### src/rtl/ro_puf_challenger.sv
// rtl/ro_puf_challenger.sv - RO PUF challenge sequencer with per-challenge majority voting
// Drives challenge/ro_en windows, votes on the synchronized response and returns a word over valid/ready.
module ro_puf_challenger #(
    parameter int RESP_BITS     = 16,
    parameter int VOTES         = 3,
    parameter int WIN_CYCLES    = 1024,
    parameter int SETTLE_CYCLES = 4
) (
    input  logic                 clk,
    input  logic                 rst,
    input  logic                 start,
    input  logic [7:0]           base_chal,
    output logic                 busy,
    output logic                 ro_en,
    output logic [7:0]           challenge,
    input  logic                 response,
    output logic                 resp_valid,
    input  logic                 resp_ready,
    output logic [RESP_BITS-1:0] resp_data
);

    localparam int CMAX = (WIN_CYCLES > SETTLE_CYCLES) ? WIN_CYCLES : SETTLE_CYCLES;
    localparam int CW   = $clog2(CMAX + 1);
    localparam int IW   = (RESP_BITS > 1) ? $clog2(RESP_BITS) : 1;
    localparam int VW   = $clog2(VOTES + 1);

    typedef enum logic [2:0] {
        IDLE,
        SETUP,
        MEASURE,
        HOLD,
        DONE
    } state_t;

    state_t               r_state, w_state_nxt;
    logic [CW-1:0]        r_cnt, w_cnt_nxt;
    logic [IW-1:0]        r_idx, w_idx_nxt;
    logic [VW-1:0]        r_v, w_v_nxt;
    logic [VW-1:0]        r_ones, w_ones_nxt;
    logic [7:0]           r_base, w_base_nxt;
    logic [7:0]           r_chal, w_chal_nxt;
    logic                 r_ro_en, w_ro_en_nxt;
    logic                 r_busy, w_busy_nxt;
    logic                 r_valid, w_valid_nxt;
    logic [RESP_BITS-1:0] r_data, w_data_nxt;
    logic [1:0]           r_sync;
    logic                 w_resp_s;
    logic [VW-1:0]        w_ones_total;

    assign w_resp_s     = r_sync[1];
    assign w_ones_total = r_ones + {{(VW-1){1'b0}}, w_resp_s};

    always_comb begin
        w_state_nxt = r_state;
        w_cnt_nxt   = r_cnt;
        w_idx_nxt   = r_idx;
        w_v_nxt     = r_v;
        w_ones_nxt  = r_ones;
        w_base_nxt  = r_base;
        w_chal_nxt  = r_chal;
        w_ro_en_nxt = r_ro_en;
        w_busy_nxt  = r_busy;
        w_valid_nxt = r_valid;
        w_data_nxt  = r_data;
        case (r_state)
            IDLE: begin
                if (start) begin
                    w_base_nxt  = base_chal;
                    w_chal_nxt  = base_chal;
                    w_idx_nxt   = '0;
                    w_v_nxt     = '0;
                    w_ones_nxt  = '0;
                    w_cnt_nxt   = '0;
                    w_data_nxt  = '0;
                    w_busy_nxt  = 1'b1;
                    w_state_nxt = SETUP;
                end
            end
            SETUP: begin
                if (r_cnt == CW'(SETTLE_CYCLES - 1)) begin
                    w_cnt_nxt   = '0;
                    w_ro_en_nxt = 1'b1;
                    w_state_nxt = MEASURE;
                end else begin
                    w_cnt_nxt = r_cnt + 1'b1;
                end
            end
            MEASURE: begin
                if (r_cnt == CW'(WIN_CYCLES - 1)) begin
                    w_cnt_nxt   = '0;
                    w_ro_en_nxt = 1'b0;
                    w_state_nxt = HOLD;
                end else begin
                    w_cnt_nxt = r_cnt + 1'b1;
                end
            end
            HOLD: begin
                if (r_cnt == CW'(SETTLE_CYCLES - 1)) begin
                    w_cnt_nxt = '0;
                    if (r_v < VW'(VOTES - 1)) begin
                        w_v_nxt     = r_v + 1'b1;
                        w_ones_nxt  = w_ones_total;
                        w_state_nxt = SETUP;
                    end else begin
                        // Last vote for this challenge: commit the majority bit.
                        w_data_nxt[r_idx] = (w_ones_total > VW'(VOTES / 2));
                        w_v_nxt    = '0;
                        w_ones_nxt = '0;
                        if (r_idx == IW'(RESP_BITS - 1)) begin
                            w_valid_nxt = 1'b1;
                            w_state_nxt = DONE;
                        end else begin
                            w_idx_nxt   = r_idx + 1'b1;
                            w_chal_nxt  = r_base + 8'(r_idx) + 8'd1;
                            w_state_nxt = SETUP;
                        end
                    end
                end else begin
                    w_cnt_nxt = r_cnt + 1'b1;
                end
            end
            DONE: begin
                if (resp_ready) begin
                    w_valid_nxt = 1'b0;
                    w_busy_nxt  = 1'b0;
                    w_state_nxt = IDLE;
                end
            end
            default: w_state_nxt = IDLE;
        endcase
    end

    always_ff @(posedge clk) begin
        if (rst) begin
            r_state <= IDLE;
            r_cnt   <= '0;
            r_idx   <= '0;
            r_v     <= '0;
            r_ones  <= '0;
            r_base  <= '0;
            r_chal  <= '0;
            r_ro_en <= 1'b0;
            r_busy  <= 1'b0;
            r_valid <= 1'b0;
            r_data  <= '0;
            r_sync  <= '0;
        end else begin
            r_state <= w_state_nxt;
            r_cnt   <= w_cnt_nxt;
            r_idx   <= w_idx_nxt;
            r_v     <= w_v_nxt;
            r_ones  <= w_ones_nxt;
            r_base  <= w_base_nxt;
            r_chal  <= w_chal_nxt;
            r_ro_en <= w_ro_en_nxt;
            r_busy  <= w_busy_nxt;
            r_valid <= w_valid_nxt;
            r_data  <= w_data_nxt;
            r_sync  <= {r_sync[0], response};
        end
    end

    assign busy       = r_busy;
    assign ro_en      = r_ro_en;
    assign challenge  = r_chal;
    assign resp_valid = r_valid;
    assign resp_data  = r_data;

endmodule
### config.mk
export PLATFORM = sky130hd
export DESIGN_NAME = ro_puf_challenger
export DESIGN_NICKNAME = d
export VERILOG_FILES = /design/src/rtl/ro_puf_challenger.sv
export SDC_FILE = /design/constraint.sdc
export NUM_CORES = 1
export LEC_CHECK = 0
export CAP_MARGIN = 40
export CELL_PAD_IN_SITES_DETAIL_PLACEMENT = 0
export CELL_PAD_IN_SITES_GLOBAL_PLACEMENT = 1
export CORE_MARGIN = 2
export CORE_UTILIZATION = 44
export CTS_CLUSTER_SIZE = 14
export DETAILED_ROUTE_END_ITERATION = 8
export GPL_ROUTABILITY_DRIVEN = 0
export PLACE_DENSITY = 0.88
export RECOVER_POWER = 100
export SLEW_MARGIN = 10
export SYNTH_ARGS = -nofsm -noshare
export SYNTH_HDL_FRONTEND = slang
export SYNTH_SLANG_ARGS = --single-unit
### constraint.sdc
create_clock -name clk -period 4.7 [get_ports clk]
set_input_delay 0.47 -clock clk [delete_from_list [all_inputs] [get_ports clk]]
set_output_delay 0.47 -clock clk [all_outputs]
set_load 0.05 [all_outputs]
Word level (Yosys, flattened, before mapping)
Cells that the tools add are included.
{"block": "word_totals", "regBits": 59, "latchBits": 0, "ramBits": 0, "romBits": 0, "in_bits": 13, "out_inout_bits": 27, "elab_cells": 100, "n_memories": 0}
{"block": "op_classes", "n_addsub": 6, "n_mul": 0, "div_mod_pow": 0, "order_cmp": 4, "eq_ne": 15, "shift": 0, "n_mux": 46, "bitwise": 0, "reduce_logical": 17}
{"op": "$mux W16", "count": 3}
{"op": "$mux W11", "count": 3}
{"op": "$pmux W11 S3", "count": 1}
{"op": "$mux W8", "count": 4}
{"op": "$pmux W16 S2", "count": 1}
{"op": "$mux W3", "count": 7}
{"op": "$bwmux W16", "count": 1}
{"op": "$mux W4", "count": 4}
{"op": "$ne A2 B2 Y1 const B", "count": 8}
{"op": "$pmux W8 S2", "count": 1}
{"op": "$pmux W3 S5", "count": 1}
{"op": "$reduce_and A5 Y1", "count": 3}
{"op": "$add A11 B1 Y11 const B", "count": 1}
{"op": "$eq A11 B10 Y1 const B", "count": 1}
{"op": "$eq A11 B2 Y1 const B", "count": 1}
{"op": "$mux W2", "count": 5}
{"op": "$reduce_and A3 Y1", "count": 3}
{"op": "$add A8 B1 Y8 const B", "count": 1}
{"op": "$add A8 B4 Y8", "count": 1}
{"op": "$mux W1", "count": 8}
{"op": "$pmux W2 S2", "count": 2}
{"op": "$pmux W4 S2", "count": 1}
{"op": "$reduce_bool A2 Y1", "count": 4}
{"op": "$eq A3 B2 Y1 const B", "count": 2}
{"op": "other kinds (18)", "count": 21}

Longest topological paths before layout
Gate-level depths: netlist (run 1).
{"block": "logic_depth", "ltp_word": 8, "depth_mapped": 9, "ltp_nobuf": 9}

Worst setup path before layout (run 1)
Ideal clock, no wire load.
{"block": "synth_timing", "path_kind": "register -> register", "start": "register r_cnt[0]", "end": "register r_data[15] (netlist: resp_data[15])", "setup_ns": 0.135, "arrival_time_ns": 1.826, "required_ns": 4.565, "setup_slack_ns": 2.739, "path_stages_with_launch": 7, "n_path_buf": 0, "synth_period_minus_slack_ns": 1.961, "path_cell_list": "dfxtp_1 -> ha_1 -> or2b_2 -> or2_4 -> or4_1 -> nand3_1 -> a21oi_1"}
{"block": "synth_via", "elab_chain_len": 3}
{"element": "start: declaration", "line_no": "36", "rtl": "logic [CW-1:0] r_cnt, w_cnt_nxt;"}
{"element": "start signal: assignment", "line_no": "149", "rtl": "r_cnt <= w_cnt_nxt;"}
{"element": "$eq A11 B2 Y1", "line_no": "98", "rtl": "if (r_cnt == CW'(SETTLE_CYCLES - 1)) begin"}
{"element": "$ne A2 B2 Y1 (no source line)"}
{"element": "$reduce_and A4 Y1 (no source line)"}
{"element": "end signal: assignment", "line_no": "158", "rtl": "r_data <= w_data_nxt;"}
{"element": "end: declaration", "line_no": "45", "rtl": "logic [RESP_BITS-1:0] r_data, w_data_nxt;"}
Every way passes these cells.
A chain may end at the register's enable or synchronous reset.

==> impl_summary.md, run 1 <==
Run status
The flow ran to the end, but the final reports show violations. The checks that failed: capacitance limit, slew limit.

Worst setup path
The critical path is of the primary input to flop type. STA classifies the critical path startpoint as a primary input. At the worst endpoint, the required time is 4910 ps. STA classifies the critical path endpoint as a flop. The biggest fanout along the worst timing path is 42. STA puts the critical path data arrival time at between 3000 and 4000 ps.

Synth
The net count after synthesis is 378. The share of the yosys chip area belonging to registers is 39.6%. The dominant combinational cell family by area after synthesis is simple AND/OR/NAND/NOR gates. The proportion of synthesized area in mux cells is 0.671%. Among all flip-flop cells after synthesis, the most frequent one is sky130_fd_sc_hd__dfxtp_1. Summed over its instances, the top area cell type makes up 39.6% of the synthesized netlist area. Sorting the synthesized cells by area gives the leading types as sky130_fd_sc_hd__dfxtp_1, sky130_fd_sc_hd__nand3_1, sky130_fd_sc_hd__a21oi_1. The arithmetic-cell share of the synthesized area counting full adders, half adders and majority gates is 4.86%. The basic-gate share of the synthesized area counting and, or, nand and nor cells is 29.7%. The average cell area after synthesis is 8.43 sq um. The number of synthesized flops with an enable pin is 0. Counting distinct cell types in the post-synthesis netlist gives 55. The compound-gate portion of the synthesized area is between 10% and 20%. Of the total synthesized cell area, the portion taken by XOR and XNOR cells is 4.11%.

Summing every instance area after synthesis gives 2980 sq um. The cell accounting for the most synthesized area is sky130_fd_sc_hd__dfxtp_1. The async set-or-reset flop fraction in the synthesized netlist is 0%. The number of synthesized register bits is 59. The number of warnings printed during yosys synthesis is 0.

The number of instances in the synthesized netlist is 354.

Finish
The fill cell total of the finished layout is 641. The net count of the finished layout is 412. Compared with the post-synthesis result, the final layout area differs by 20.2%.

0 antenna diodes ended up in the layout. Cells with a size suffix above 1 make up 9.18% of the layout. The final core area utilization is between 50% and 60%.

Timing
Measured against its own limit, the worst slew margin works out to -28.8%. After layout, the minimum clock period comes to 3060 ps. For this run, the top clock speed supported by timing is roughly 0.33 GHz. Setup repair after global routing left no endpoint under its margin. Setup violations remaining at the end of the flow were counted as 0. The portion of the clock cycle consumed by the worst path in the final layout is 65.0%. On the final layout, the worst clock skew is between 7 and 8 ps. The final number of max-transition violations is 43.

The hold violation total from the final report is 0. The slew at the pin closest to its max-slew limit is approximately 1900 ps. Adding up every negative setup slack in the final design gives 0 ps.

Flow run
The max-capacitance violation count is 1.

Pwr
The worst-case vdd ir drop is 0.192 mV. The completed layout was analyzed and its total power is between 1 and 1.5 mW. The reported leakage power is ~1.3 nW.

The power per standard cell area is 327 nW/um^2.

Die
The height of the die is 86.4 um. The number of top-level pins is 40. The number of rows in the core area is 30. The floorplan step set the die width to 86.4 um. The initial utilization of the core area, before any placement, comes to 44.7%.

The total area inside the core boundary comes to 6680 sq um. The full die area is 7460 sq um.

Clock network
Clock latency on the worst-skew pair, taken at its later pin, is roughly 340 ps. The number of sinks driven by the clock tree is between 50 and 60. TritonCTS created 9 clock buffers. The number of gates resized after cts is 0. Counting along the longest clock path gives a buffer depth of 2.

CTS placed an instance of sky130_fd_sc_hd__clkbuf_8 at the clock tree root. The number of setup buffers added after CTS is 0. The CTS tree is done. The number of hold buffers added after cts is 0. Clock-pin slew was measured on the worst setup and hold paths at 70 ps. The H-tree was split into 3 levels.

Route
The via density per instance is 5.50. The number of design-rule violations left by the first detailed-router iteration is 100. For this block, the via count after detailed routing is 2596. After detailed routing, the number of remaining DRC violations is 0. The number of routed nets with antenna violations is 0. The number of optimization iterations in the first detailed-route pass is 4. The total wire length after detailed routing is 6.60 mm. After detailed routing, the average wire length per cell comes to between 10 and 15 um.

Placement
The port buffer count is 39. The total half-perimeter wirelength after legalization and detailed placement is ~4.5 mm.

Global routing
The first global-routing pass estimated 11.3 mm of wire. The overall fraction of global-route tracks in use is 19.0%. The number of global-route vias before repair is 2309.

The overall overflow remaining after global route is 0. The number of antenna violations at the first check in global routing was 0. The maximum number of pins on one net before global-route repair is 43.

Worst hold path
The class of the tightest hold or removal check is flop to flop.
==> cell usage in the layout, fill, tap and decap left out, types with 3 or more instances in the layout <==
cell type,count
sky130_fd_sc_hd__nand4b_1,3
sky130_fd_sc_hd__a22oi_1,3
sky130_fd_sc_hd__a21oi_1,31
sky130_fd_sc_hd__clkdlybuf4s50_1,11
sky130_fd_sc_hd__and2_1,3
sky130_fd_sc_hd__ha_1,10
sky130_fd_sc_hd__o21a_1,3
sky130_fd_sc_hd__and3_1,3
sky130_fd_sc_hd__nand2b_1,4
sky130_fd_sc_hd__nand4_1,7
sky130_fd_sc_hd__xnor2_1,6
sky130_fd_sc_hd__or2_2,4
sky130_fd_sc_hd__inv_1,8
sky130_fd_sc_hd__dfxtp_1,59
sky130_fd_sc_hd__o21ai_0,20
sky130_fd_sc_hd__clkbuf_8,10
sky130_fd_sc_hd__nand3b_1,4
sky130_fd_sc_hd__nand2_1,35
sky130_fd_sc_hd__nor2b_1,10
sky130_fd_sc_hd__nand3_1,34
sky130_fd_sc_hd__dlygate4sd3_1,28
sky130_fd_sc_hd__nor2_1,28
sky130_fd_sc_hd__a211oi_1,5
sky130_fd_sc_hd__xor2_1,8
sky130_fd_sc_hd__nor3_1,12
==> logic make-up (layout without fill, tap and decap cells) <==
logic type               after synthesis  count (layout)
buffers and inverters                 27              65
flip-flops                            59              59
AND/OR/NAND/NOR                      161             161
multiplexers                           2               2
AO/OA/AOI/OAI                         80              80
XOR/XNOR                              14              14
adder cells (fa/ha/maj)               11              11
==> critical path, stage by stage <==
cell and delay (ps):
sky130_fd_sc_hd__dlygate4sd3_1 520, sky130_fd_sc_hd__clkbuf_1 1380, sky130_fd_sc_hd__nor2_1 120, sky130_fd_sc_hd__buf_4 270, sky130_fd_sc_hd__nand2_1 320, sky130_fd_sc_hd__o21ai_0 160
==> state kept, by name (all words and copies together) (netlist names) <==
name,flops
r_sync,2
r_base,8
r_ones,2
resp_data,16
r_state,3
r_cnt,11
r_idx,4
resp_valid,1
challenge,8
r_v,2
busy,1
ro_en,1
==> final cells by class <==
| cell class | instances | area, sq um | area share [%] |
|---|---|---|---|
| multi-input combinational | 268 | 1650 | 46.0 |
| sequential | 59 | 1180 | 32.9 |
| timing repair buffer | 42 | 409 | 11.4 |
| clock buffer | 10 | 138 | 3.84 |
| tap | 80 | 100 | 2.79 |
| clock inverter | 5 | 77.6 | 2.16 |
| inverter | 8 | 30.0 | 0.837 |
==> power by group <==
group,internal (mW),switching (mW)
combinational,0.0485,0.0844
sequential,0.515,0.0122
clock,0.308,0.203
==> worst paths after layout <==
kind	startpoint	to	slack, ps	depth (start not counted)
max	rst	resp_data[8]$_SDFFE_PP0P_	1640	6
min	r_sync[0]$_SDFF_PP0_	r_sync[1]$_SDFF_PP0_	450	1
max reg2reg	r_cnt[5]$_SDFFE_PP0P_	r_cnt[4]$_SDFFE_PP0P_	2350	6
min reg2reg	r_sync[0]$_SDFF_PP0_	r_sync[1]$_SDFF_PP0_	450	1
==> synth_stat cells (2+ instances only) <==
| library cell | count |
|---|---|
| sky130_fd_sc_hd__nand4b_1 | 3 |
| sky130_fd_sc_hd__buf_2 | 2 |
| sky130_fd_sc_hd__dfxtp_1 | 59 |
| sky130_fd_sc_hd__nand2b_1 | 4 |
| sky130_fd_sc_hd__ha_1 | 10 |
| sky130_fd_sc_hd__or4_4 | 2 |
| sky130_fd_sc_hd__and2_1 | 4 |
| sky130_fd_sc_hd__nand2_1 | 35 |
| sky130_fd_sc_hd__nor2_1 | 28 |
| sky130_fd_sc_hd__o21a_1 | 3 |
| sky130_fd_sc_hd__nand4_1 | 7 |
| sky130_fd_sc_hd__and3_1 | 3 |
| sky130_fd_sc_hd__or2_2 | 4 |
| sky130_fd_sc_hd__nor3_2 | 5 |
| sky130_fd_sc_hd__xnor2_1 | 6 |
| sky130_fd_sc_hd__xor2_1 | 8 |
| sky130_fd_sc_hd__inv_1 | 8 |
| sky130_fd_sc_hd__a31oi_1 | 2 |
| sky130_fd_sc_hd__nor3_1 | 7 |
| sky130_fd_sc_hd__buf_6 | 3 |
| sky130_fd_sc_hd__nor2b_1 | 10 |
| sky130_fd_sc_hd__mux2i_1 | 2 |
| sky130_fd_sc_hd__nand3b_1 | 4 |
| sky130_fd_sc_hd__o21ai_1 | 16 |
| sky130_fd_sc_hd__a22oi_1 | 3 |
| sky130_fd_sc_hd__nand3_1 | 34 |
| sky130_fd_sc_hd__a211oi_1 | 5 |
| sky130_fd_sc_hd__clkbuf_1 | 14 |
| sky130_fd_sc_hd__a21oi_2 | 2 |
| sky130_fd_sc_hd__a21oi_1 | 31 |
| sky130_fd_sc_hd__o21ai_0 | 6 |
==> through the flow <==
stage | setup WS [ps] | area (sq um) | hold WS, ps | std cells
after global placement | 2230 | 3400 | 444 | 457
final | 1640 | 3590 | 450 | 472
after floorplan | 2740 | 2980 | 414 | 354
after detailed placement | 2140 | 3400 | 438 | 457
after CTS | 2420 | 3620 | 457 | 472
after global routing | 1210 | 3590 | 468 | 472
==> layer usage <==
layer / share of wire (%) / GRT usage (%) / wire length (um) / up-vias
met5: 0 / 0 / 0 / -
met4: 1.6 / 8.66 / 105 / 0
met3: 3.9 / 3.71 / 255 / 9
met2: 44 / 28.3 / 2890 / 61
met1: 51 / 26.5 / 3350 / 1197
li1: - / - / - / 1329
(Power assumes the default switching activity.)
==> run 2, diff against run 1 <==
- CORE_UTILIZATION: 44 -> 41
- PLACE_DENSITY: 0.88 -> 0.83
- clock period: 4.7 -> 3.2 ns (I/O delays scaled with it)
==> run 2 against run 1 <==
Effect of this change:
- the run still ends with capacitance limit, slew limit left
- via count shrank 1.1%
- flip-flop and latch count is the same
- global-route usage shrank 1.3 points
- combinational power grew 47%
- clock skew grew 1.5 ps
- hold slack lost 5.0 ps
- first-iteration DRC count grew 21%
- sequential share of layout area shrank 0.080 points
- critical path depth is the same
- routed wire length shrank 0.77%
- register-to-register slack lost 1700 ps
- critical endpoint is now r_cnt[4]$_SDFFE_PP0P_
==> impl_summary.md, run 2 (synthesis gave the netlist of run 1 again) <==
Finish
The number of flip-flops under the largest register name is 16. Relative to the synthesized area, the layout overhead comes to 20.5%. The final design instance area without fill is roughly 3600 sq um. The ratio of cells with drive above 1 in the final layout is around a tenth.

Leaving out fill and tap cells, the most frequent cells in the layout are sky130_fd_sc_hd__dfxtp_1, sky130_fd_sc_hd__nand2_1, sky130_fd_sc_hd__nand3_1. The net count of the finished layout is 413. Leaving out fill and tap cells, the most frequent cell in the layout is sky130_fd_sc_hd__dfxtp_1. The repair_antennas step left the layout with diodes totalling 0.

Clock network
The number of clock buffers added by TritonCTS is 9. The tree is rooted in a sky130_fd_sc_hd__clkbuf_8. The number of gates resized after CTS was 0. The clock network latency to the later pin of the worst-skew pair is 340 ps. The CTS tree is done.

The number of hold buffers added after CTS was 0. The number of buffers on the longest clock path is 2. The buffers inserted during post-CTS setup optimization is 0. After clock tree synthesis, the clock-pin slew on the worst setup and hold paths is 70 ps. The number of sinks driven by the clock tree is 59. In this run the number of H-tree levels came out at 3.

Global routing
The number of antenna violations at the first check in global routing is 0. The number of global-route vias before repair is 2279. The overall fraction of global-route tracks in use is 17.7%. The overall overflow remaining after global route is 0. The maximum number of pins on one net before global-route repair is 42.

The first global-routing pass estimated 10.8 mm of wire.

Die
The floorplan step set the die width to 89.3 um. The initial utilization of the core area, before any placement, comes to 41.8%. The number of top-level pins is 40. The floorplan step set the die height to ~90 um. The core footprint is 7140 sq um.

The floorplan step defined a die boundary enclosing 7980 sq um. The number of rows in the core area is 31.

Route
The number of optimization iterations in the first detailed-route pass is 4. The number of routed nets with antenna violations is 0. Using the TritonRoute via totals, the vias-per-cell ratio works out to 5.21. The via total after detailed routing is approximately 2600. The first routing iteration left 121 violations. Dividing the detail-routed wire length by the instance count gives 13.3 um.

Wires add up to around 6.5 mm. In the routed design, unresolved DRC markers number 0.

Timing
Setup repair after global routing left no endpoint under its margin. The routed design could run at a clock period as short as 2590 ps. The slew at the pin closest to its max-slew limit is 1880 ps. The hold violation total from the final report is 0. The final number of max-transition violations was 42. The total setup violations reported at the end of the flow is 0. The worst clock skew is 8.63 ps. The summed negative setup slack over all endpoints is 0 ps. Headroom to the max-slew limit came out at -25.3%. The peak clock frequency supported by timing is between 0.3 and 0.4 GHz. The worst path uses 81.1% of the clock period.

Placement
The total half-perimeter wirelength after legalization and detailed placement is roughly 4.5 mm. After detailed placement, the total cell area comes to 3430 sq um. The port buffer count is 39.

Flow run
Across the run, the number of max-cap violations was 1.

Pwr
The worst-case vdd ir drop is 0.255 mV. The reported leakage power is 1.35 nW. Dividing total power by cell area gives a power density of 470 nW/um^2.

Worst hold path
The class of the tightest hold or removal check is flop to flop.

Run status
The flow ran to the end, but the final reports show violations. The final reports fail on capacitance limit, slew limit.

Worst setup path
STA classifies the critical path endpoint as a flop. The worst setup path is launched from a flop. The biggest fanout along the worst timing path is 11.

The worst setup path endpoint is r_cnt[4]$_SDFFE_PP0P_. The signal arrival time at the worst endpoint is 2730 ps. Tracing the worst setup path back leads to its startpoint at r_cnt[5]$_SDFFE_PP0P_.

The launch instance of the worst register-to-register path is r_cnt[5]$_SDFFE_PP0P_. The register-to-register setup slack is ~610 ps. The end of the worst register-to-register path is r_cnt[4]$_SDFFE_PP0P_. The worst reg-to-reg path cell count is 6. STA puts the critical path data required time at 3340 ps.

The critical path is of the flop to flop type.
==> run 2: layer usage <==
metal	part of all wire, %	GRT usage [%]	up-vias
met4	1.6	8.82	0
met1	53	25.4	1162
met5	0	0	-
met2	42	25.2	69
met3	3.5	3.23	7
li1	-	-	1329
==> run 2: cell type report <==
type	instances	area (sq um)
clock inverters	4	47.5
clock buffers	12	165
inverters	8	30.0
well taps	99	124
multi-input cells	268	1630
fillers	748	3540
flip-flops and latches	59	1180
repair buffers	43	417
==> run 2: worst min-delay path by stage <==
stage	from	endpoint	cells past startpoint
floorplan	r_sync[0]$_SDFF_PP0_	r_sync[1]$_SDFF_PP0_	1
global placement	r_sync[0]$_SDFF_PP0_	r_sync[1]$_SDFF_PP0_	1
detailed placement	r_sync[0]$_SDFF_PP0_	r_sync[1]$_SDFF_PP0_	1
CTS	r_sync[0]$_SDFF_PP0_	r_sync[1]$_SDFF_PP0_	1
global route	r_sync[0]$_SDFF_PP0_	r_sync[1]$_SDFF_PP0_	1
finish	r_sync[0]$_SDFF_PP0_	r_sync[1]$_SDFF_PP0_	1
==> run 2: critical path: stages, from the launching register on <==
cell and delay [ps]:
sky130_fd_sc_hd__dfxtp_1 370, sky130_fd_sc_hd__or4_4 590, sky130_fd_sc_hd__nor3_1 560, sky130_fd_sc_hd__o2bb2ai_1 420, sky130_fd_sc_hd__nor2b_1 240, sky130_fd_sc_hd__o21ai_0 130
sky130_fd_sc_hd__a21oi_1 80
==> run 2: metrics by stage <==
step                      utilization, %  setup WS, ps  instances  hold WS (ps)  power (mW)
after global placement              48.0           469        476           435       0.990
after CTS                           51.1           951        493           451        1.71
after detailed placement            48.1           829        477           430       0.994
after global routing                50.4           425        493           471        1.77
after floorplan                        -          1240        354           414       0.936
final                               50.4           606        493           445        1.69
==> run 2: power by group <==
group / switching (mW) / internal, mW / leakage [nW]
Clock: 0.298 / 0.421 / 0.108
Combinational: 0.124 / 0.0719 / 0.760
Sequential: 0.0174 / 0.757 / 0.479
